==> config.mk <==
export PLATFORM = sky130hd
export DESIGN_NAME = rom_dl_ctrl_flat
export DESIGN_NICKNAME = d
export VERILOG_FILES = /design/src/rtl/rom_dl_if.sv /design/src/rtl/rom_dl_ctrl.sv /design/src/flat_wrapper.sv
export SDC_FILE = /design/constraint.sdc
export NUM_CORES = 1
export LEC_CHECK = 0
export ABC_AREA = 1
export CORE_ASPECT_RATIO = 0.75
export CORE_MARGIN = 2
export CORE_UTILIZATION = 30
export DETAILED_ROUTE_END_ITERATION = 7
export GPL_TIMING_DRIVEN = 0
export HOLD_SLACK_MARGIN = 0.12
export SLEW_MARGIN = 0
export SYNTH_ARGS = -nofsm -noshare
export SYNTH_HDL_FRONTEND = slang
export SYNTH_SLANG_ARGS = --single-unit
==> constraint.sdc <==
create_clock -name clk_sys -period 2.4 [get_ports clk_sys]
set_input_delay 0.24 -clock clk_sys [delete_from_list [all_inputs] [get_ports clk_sys]]
set_output_delay 0.24 -clock clk_sys [all_outputs]
set_load 0.03 [all_outputs]
==> src/rtl/rom_dl_if.sv <==
// HPS download bus between the ioctl source and the ROM download controller.
// ioctl_wr is a one-cycle byte strobe. ioctl_wait=1 means the controller is busy and any ioctl_wr seen then is dropped.
// dn_wr is held for a fixed number of cycles, with dn_addr and dn_data stable for the whole strobe.
interface rom_dl_if;
    logic        ioctl_download;
    logic        ioctl_wr;
    logic [7:0]  ioctl_index;
    logic [24:0] ioctl_addr;
    logic [7:0]  ioctl_dout;
    logic        ioctl_wait;
    logic [15:0] dn_addr;
    logic [7:0]  dn_data;
    logic        dn_wr;

    modport master (
        output ioctl_download, ioctl_wr, ioctl_index, ioctl_addr, ioctl_dout,
        input  ioctl_wait, dn_addr, dn_data, dn_wr
    );

    modport slave (
        input  ioctl_download, ioctl_wr, ioctl_index, ioctl_addr, ioctl_dout,
        output ioctl_wait, dn_addr, dn_data, dn_wr
    );
endinterface

==> src/rtl/rom_dl_ctrl.sv <==
// ROM download controller: turns HPS ioctl bytes into stretched ROM writes, holds the core in reset, and latches mod/DIP bytes.
// Define DL_CHECKSUM_EN to add the chk_sum output (modulo-256 sum of the accepted ROM bytes).
module rom_dl_ctrl #(
    parameter int          DN_WR_LEN = 4,
    parameter int          POST_RST  = 1024,
    parameter logic [15:0] ROM_LIMIT = 16'hF000
) (
    input  logic       clk_sys,
    input  logic       reset_n,
    rom_dl_if.slave    bus,
    output logic       core_reset,
    output logic [7:0] mod,
    output logic [7:0] sw0,
    output logic [7:0] sw1,
    output logic [7:0] sw2,
    output logic       rom_valid,
`ifdef DL_CHECKSUM_EN
    output logic [7:0] chk_sum,
`endif
    output logic [2:0] o_dbg_state
);

    typedef enum logic [2:0] {
        S_IDLE  = 3'd0,
        S_LOAD  = 3'd1,
        S_WRITE = 3'd2,
        S_DRAIN = 3'd3,
        S_POST  = 3'd4,
        S_RUN   = 3'd5
    } state_t;

    localparam logic [15:0] WR_CNT   = 16'(DN_WR_LEN - 1);
    localparam logic [15:0] POST_CNT = 16'(POST_RST - 1);

    state_t      r_state;
    logic [15:0] r_cnt;
    logic        r_dl_fell;
    logic        r_wait;
    logic        r_dn_wr;
    logic [15:0] r_dn_addr;
    logic [7:0]  r_dn_data;
    logic        r_core_reset;
    logic        r_rom_valid;
    logic [7:0]  r_mod;
    logic [7:0]  r_sw0;
    logic [7:0]  r_sw1;
    logic [7:0]  r_sw2;

    // Strobes arriving while the HPS is being held off are discarded.
    logic w_wr_ok;
    logic w_enter_load;
    logic w_rom_byte;
    logic w_accept;

    assign w_wr_ok      = bus.ioctl_wr && !r_wait;
    assign w_enter_load = ((r_state == S_IDLE) || (r_state == S_RUN)) &&
                          bus.ioctl_download && (bus.ioctl_index == 8'd0);
    assign w_rom_byte   = w_wr_ok && (bus.ioctl_index == 8'd0) &&
                          (bus.ioctl_addr[24:16] == 9'd0) && (bus.ioctl_addr[15:0] < ROM_LIMIT);
    assign w_accept     = (r_state == S_LOAD) && bus.ioctl_download && w_rom_byte;

    always_ff @(posedge clk_sys or negedge reset_n) begin
        if (!reset_n) begin
            r_state      <= S_IDLE;
            r_cnt        <= '0;
            r_dl_fell    <= 1'b0;
            r_wait       <= 1'b0;
            r_dn_wr      <= 1'b0;
            r_dn_addr    <= '0;
            r_dn_data    <= '0;
            r_core_reset <= 1'b1;
            r_rom_valid  <= 1'b0;
            r_mod        <= '0;
            r_sw0        <= '0;
            r_sw1        <= '0;
            r_sw2        <= '0;
        end else begin
            case (r_state)
                S_IDLE, S_RUN: begin
                    if (w_enter_load) begin
                        r_state      <= S_LOAD;
                        r_rom_valid  <= 1'b0;
                        r_core_reset <= 1'b1;
                    end
                end
                S_LOAD: begin
                    if (!bus.ioctl_download) begin
                        r_state <= S_POST;
                        r_cnt   <= POST_CNT;
                    end else if (w_accept) begin
                        r_state   <= S_WRITE;
                        r_dn_addr <= bus.ioctl_addr[15:0];
                        r_dn_data <= bus.ioctl_dout;
                        r_dn_wr   <= 1'b1;
                        r_wait    <= 1'b1;
                        r_cnt     <= WR_CNT;
                        r_dl_fell <= 1'b0;
                    end
                end
                S_WRITE: begin
                    // A download that ends mid-strobe is remembered so the write still completes.
                    if (!bus.ioctl_download) r_dl_fell <= 1'b1;
                    if (r_cnt == 16'd0) begin
                        r_dn_wr <= 1'b0;
                        r_wait  <= 1'b0;
                        r_state <= (!bus.ioctl_download || r_dl_fell) ? S_DRAIN : S_LOAD;
                    end else begin
                        r_cnt <= r_cnt - 16'd1;
                    end
                end
                S_DRAIN: begin
                    r_state <= S_POST;
                    r_cnt   <= POST_CNT;
                end
                S_POST: begin
                    if (r_cnt == 16'd0) begin
                        r_state      <= S_RUN;
                        r_rom_valid  <= 1'b1;
                        r_core_reset <= 1'b0;
                    end else begin
                        r_cnt <= r_cnt - 16'd1;
                    end
                end
                default: r_state <= S_IDLE;
            endcase

            if (w_wr_ok && (bus.ioctl_index == 8'd1)) r_mod <= bus.ioctl_dout;

            if (w_wr_ok && (bus.ioctl_index == 8'd254) && (bus.ioctl_addr[24:3] == 22'd0)) begin
                case (bus.ioctl_addr[2:0])
                    3'd0:    r_sw0 <= bus.ioctl_dout;
                    3'd1:    r_sw1 <= bus.ioctl_dout;
                    3'd2:    r_sw2 <= bus.ioctl_dout;
                    default: ;
                endcase
            end
        end
    end

`ifdef DL_CHECKSUM_EN
    logic [7:0] r_chk;

    always_ff @(posedge clk_sys or negedge reset_n) begin
        if (!reset_n)          r_chk <= '0;
        else if (w_enter_load) r_chk <= '0;
        else if (w_accept)     r_chk <= r_chk + bus.ioctl_dout;
    end

    assign chk_sum = r_chk;
`endif

    assign bus.ioctl_wait = r_wait;
    assign bus.dn_wr      = r_dn_wr;
    assign bus.dn_addr    = r_dn_addr;
    assign bus.dn_data    = r_dn_data;
    assign core_reset     = r_core_reset;
    assign rom_valid      = r_rom_valid;
    assign mod            = r_mod;
    assign sw0            = r_sw0;
    assign sw1            = r_sw1;
    assign sw2            = r_sw2;
    assign o_dbg_state    = r_state;

endmodule

==> src/flat_wrapper.sv <==
// flat-port wrapper written by rule: the top's interface ports become plain ports
module rom_dl_ctrl_flat 
#(
    parameter int          DN_WR_LEN = 4,
    parameter int          POST_RST  = 1024,
    parameter logic [15:0] ROM_LIMIT = 16'hF000
)
  (clk_sys, reset_n, core_reset, mod, sw0, sw1, sw2, rom_valid, o_dbg_state, bus_ioctl_download, bus_ioctl_wr, bus_ioctl_index, bus_ioctl_addr, bus_ioctl_dout, bus_ioctl_wait, bus_dn_addr, bus_dn_data, bus_dn_wr);
  rom_dl_if bus_i ();
  input  logic clk_sys;
  input  logic reset_n;
  output logic core_reset;
  output logic [7:0] mod;
  output logic [7:0] sw0;
  output logic [7:0] sw1;
  output logic [7:0] sw2;
  output logic rom_valid;
  output logic [2:0] o_dbg_state;
  input wire logic [$bits(bus_i.ioctl_download)-1:0] bus_ioctl_download;
  input wire logic [$bits(bus_i.ioctl_wr)-1:0] bus_ioctl_wr;
  input wire logic [$bits(bus_i.ioctl_index)-1:0] bus_ioctl_index;
  input wire logic [$bits(bus_i.ioctl_addr)-1:0] bus_ioctl_addr;
  input wire logic [$bits(bus_i.ioctl_dout)-1:0] bus_ioctl_dout;
  output wire logic [$bits(bus_i.ioctl_wait)-1:0] bus_ioctl_wait;
  output wire logic [$bits(bus_i.dn_addr)-1:0] bus_dn_addr;
  output wire logic [$bits(bus_i.dn_data)-1:0] bus_dn_data;
  output wire logic [$bits(bus_i.dn_wr)-1:0] bus_dn_wr;
  assign bus_i.ioctl_download = bus_ioctl_download;
  assign bus_i.ioctl_wr = bus_ioctl_wr;
  assign bus_i.ioctl_index = bus_ioctl_index;
  assign bus_i.ioctl_addr = bus_ioctl_addr;
  assign bus_i.ioctl_dout = bus_ioctl_dout;
  assign bus_ioctl_wait = bus_i.ioctl_wait;
  assign bus_dn_addr = bus_i.dn_addr;
  assign bus_dn_data = bus_i.dn_data;
  assign bus_dn_wr = bus_i.dn_wr;
  rom_dl_ctrl #(.DN_WR_LEN(DN_WR_LEN), .POST_RST(POST_RST), .ROM_LIMIT(ROM_LIMIT)) u_core (.clk_sys(clk_sys), .reset_n(reset_n), .bus(bus_i), .core_reset(core_reset), .mod(mod), .sw0(sw0), .sw1(sw1), .sw2(sw2), .rom_valid(rom_valid), .o_dbg_state(o_dbg_state));
endmodule
==> reports/qor.yml <==
status: "finished, final reports clean"
die_w_um: 139.2
start_util_pct: 30.34
avgSynthCellArea_um2: 7.779
period_needed_ps: 1809
layout-drive-gt1-share_pct: 11.16
yosysTopAreaCellShare_pct: 47.43
clk_latency_ps: 340
gp_congestion: 0.8763
tightestPinTransition_ps: 643.7
crit_cells: 2
holdWs_ps: 297.7
synth_edf_count: 0
cp_slowest_stage_delay_ps: 650
cp.arrival_ps: 1570
finalSetupViolations: 0
cap_violations: 0
htreeDepth: 3
cts_tree: "yes"
hp-class: "in2async"
fp.dieH_um: 105.4
clk_pin_slew_ps: 70
endpoint_kind: "primary output"
peakVddDrop_uv: 598.2
netlist_top_cells_area: "dfrtp_1 47%, nand2_1 16%, nand4_1 4.9%, inv_1 4.8%, nor2_1 4.7%"
syn-num-nets: 575
io_pins: 108
ys.flop_type: "dfrtp_1"
crit_buf_inv: 2
synth_most_common_cell: "nand2_1"
fin_crit_sh_pct: 75.38
num_antenna_cells: 0
cts_buffers: 9
cts_sinks: 79
drt_wl_total_um: 11720
startpoint_type: "register"
path_max_fanout: 4
ant_nets: 0
yosys-top-cells-count: "177 x nand2_1, 78 x dfrtp_1, 53 x inv_1"
report.final.hold_viol_count: 0
slowest_stage: "clkdlybuf4s50_1"
fin_worst_skew_ps: 6.810
syn_area_um2: 4115
ys_async_sr_fraction_pct: 100.0
ys_seq_area_share_pct: 48.07
grt_max_degree: 69
vias: 3923
track_usage_pct: 16.72
drt_iter0_drc: 240
ys_warn_count: 0
numPortBuffers: 107
clock_path_buffers: 2
synth_top_cell_by_area: "dfrtp_1"
synth_fa_ha_area_share_pct: 0.3040
clock.fmax_ghz: 0.5528
slew_violations: 0
floorplan.core_area_um2: 13560
synth_top_family_by_area: "simple AND/OR/NAND/NOR gates"
die-area_um2: 14680
regArea_um2: 1978
multi_input_area_um2: 1841
grt_pass1_vias: 3756
via_per_inst: 4.732
r2r_cells: 8
synth_xor_area_share_pct: 0.2128
dp_slack_ps: 392.8
crit_required_ps: 2160
dp_hpwl_um: 8996
cts_resized: 0
fill_cells: 1339
synth_cell_types: 34
post-route-drc-count: 0
leakagePower_nw: 2.724
crit_family: "buffers and inverters"
max-slew-margin-rel_pct: 56.85
path_cells: "buf_4 > clkdlybuf4s50_1"
path_class: "reg2out"
grt_pass1_wl_um: 19590
antenna_found_initial: 0
muxShareOfSynthArea_pct: 0
synth-seq-cells: 79
synth-compound-area-share_pct: 7.662
nNetsFinal: 695
area_growth_pct: 39.04
syn_inst: 529
num_rows: 37
final_area_um2: 5722
synth_simple_gate_area_share_pct: 36.55
cts_setup_buffers: 0
power.density_nw_per_um2: 787.1
routedWlPerCell_um: 14.14
rsz0062_at_grt: "no"
drt_first_pass_iters: 5
post_dp_cell_area_um2: 5430
hold_buffers: 1
worst_slack_ps: 591.0
grt-ovfl-total: 0
root_buffer: "clkbuf_16"
-- cell type report --
| cell class | count | area share [%] |
|---|---|---|
| repair buffers | 109 | 19.33 |
| flip-flops and latches | 79 | 34.57 |
| clock buffers | 10 | 4.002 |
| clock inverters | 6 | 0.9184 |
| well taps | 175 | 3.827 |
| multi-input cells | 381 | 32.17 |
| inverters | 56 | 3.674 |
| plain buffers | 13 | 1.509 |
-- stage by stage --
stage	instances	util (%)	TNS [ps]	total power, W
6_report	829	42.18	0	0.004504
5_1_grt	829	42.18	0	0.004854
4_1_cts	829	42.18	0	0.004553
3_5_place_dp	812	40.03	0	0.003219
3_3_place_gp	811	39.85	-138210	0.003168
2_1_floorplan	529	-	0	0.002754
-- layout by cell type, fill, tap and decap left out, types with 2 or more instances in the layout --
cell / netlist / layout
inv_2: 3 / 3
buf_4: 1 / 2
or2_2: 2 / 2
clkbuf_1: 1 / 2
nor3_1: 3 / 3
inv_1: 53 / 53
clkbuf_16: 0 / 9
o21ai_0: 11 / 11
clkinvlp_4: 0 / 2
nand3_1: 29 / 29
a21oi_1: 6 / 6
nor2_4: 7 / 7
buf_8: 2 / 2
buf_2: 8 / 8
nand4_1: 32 / 32
dfrtp_1: 78 / 78
nor2_2: 4 / 4
inv_6: 0 / 3
nand2_2: 9 / 9
o21ai_1: 24 / 24
o21bai_1: 2 / 2
nor2_1: 52 / 52
nand2_1: 177 / 177
nand3_2: 3 / 3
clkdlybuf4s50_1: 0 / 106
o21ai_2: 10 / 10
-- worst paths after layout --
kind	slack [ps]	to	from
min in group clk_sys	470	u_core.core_reset	u_core.core_reset
worst min-delay path	300	u_core.r_cnt[10]	reset_n
worst min register to register	470	u_core.core_reset	u_core.core_reset
worst max-delay path	590	bus_ioctl_wait	u_core.bus.ioctl_wait
max in group asynchronous	1500	u_core.bus.dn_data[4]	reset_n
worst max register to register	640	u_core.sw2[5]	u_core.bus.ioctl_wait
-- power by group --
part | internal [W] | leakage (nW) | switching (W)
combinational | 0.000578 | 1.52 | 0.00101
sequential | 0.00146 | 1.07 | 0.000149
clock | 0.000720 | 0.132 | 0.000587
-- sequential cells by signal (all words and copies together) (netlist names), 3 cells and up --
signal              flops
u_core.bus.dn_data      8
u_core.bus.dn_addr     16
u_core.sw0              8
u_core.sw2              8
u_core.r_cnt           16
u_core.sw1              8
u_core.o_dbg_state      3
u_core.mod              8
-- logic make-up after synthesis --
family,count (synthesis)
AO/OA/AOI/OAI,54
buffers and inverters,69
AND/OR/NAND/NOR,325
XOR/XNOR,1
flip-flops,79
adder cells (fa/ha/maj),1
-- routing by layer --
metal | vias up | GRT usage [%] | part of all wire [%]
met1 | 1817 | 24.07 | 49
met2 | 145 | 24.72 | 43
met4 | 0 | 5.628 | 1.7
met3 | 13 | 3.953 | 6.2
li1 | 1948 | - | -
met5 | - | 0 | 0
Note: power is estimated with default switching activity, not from simulation.
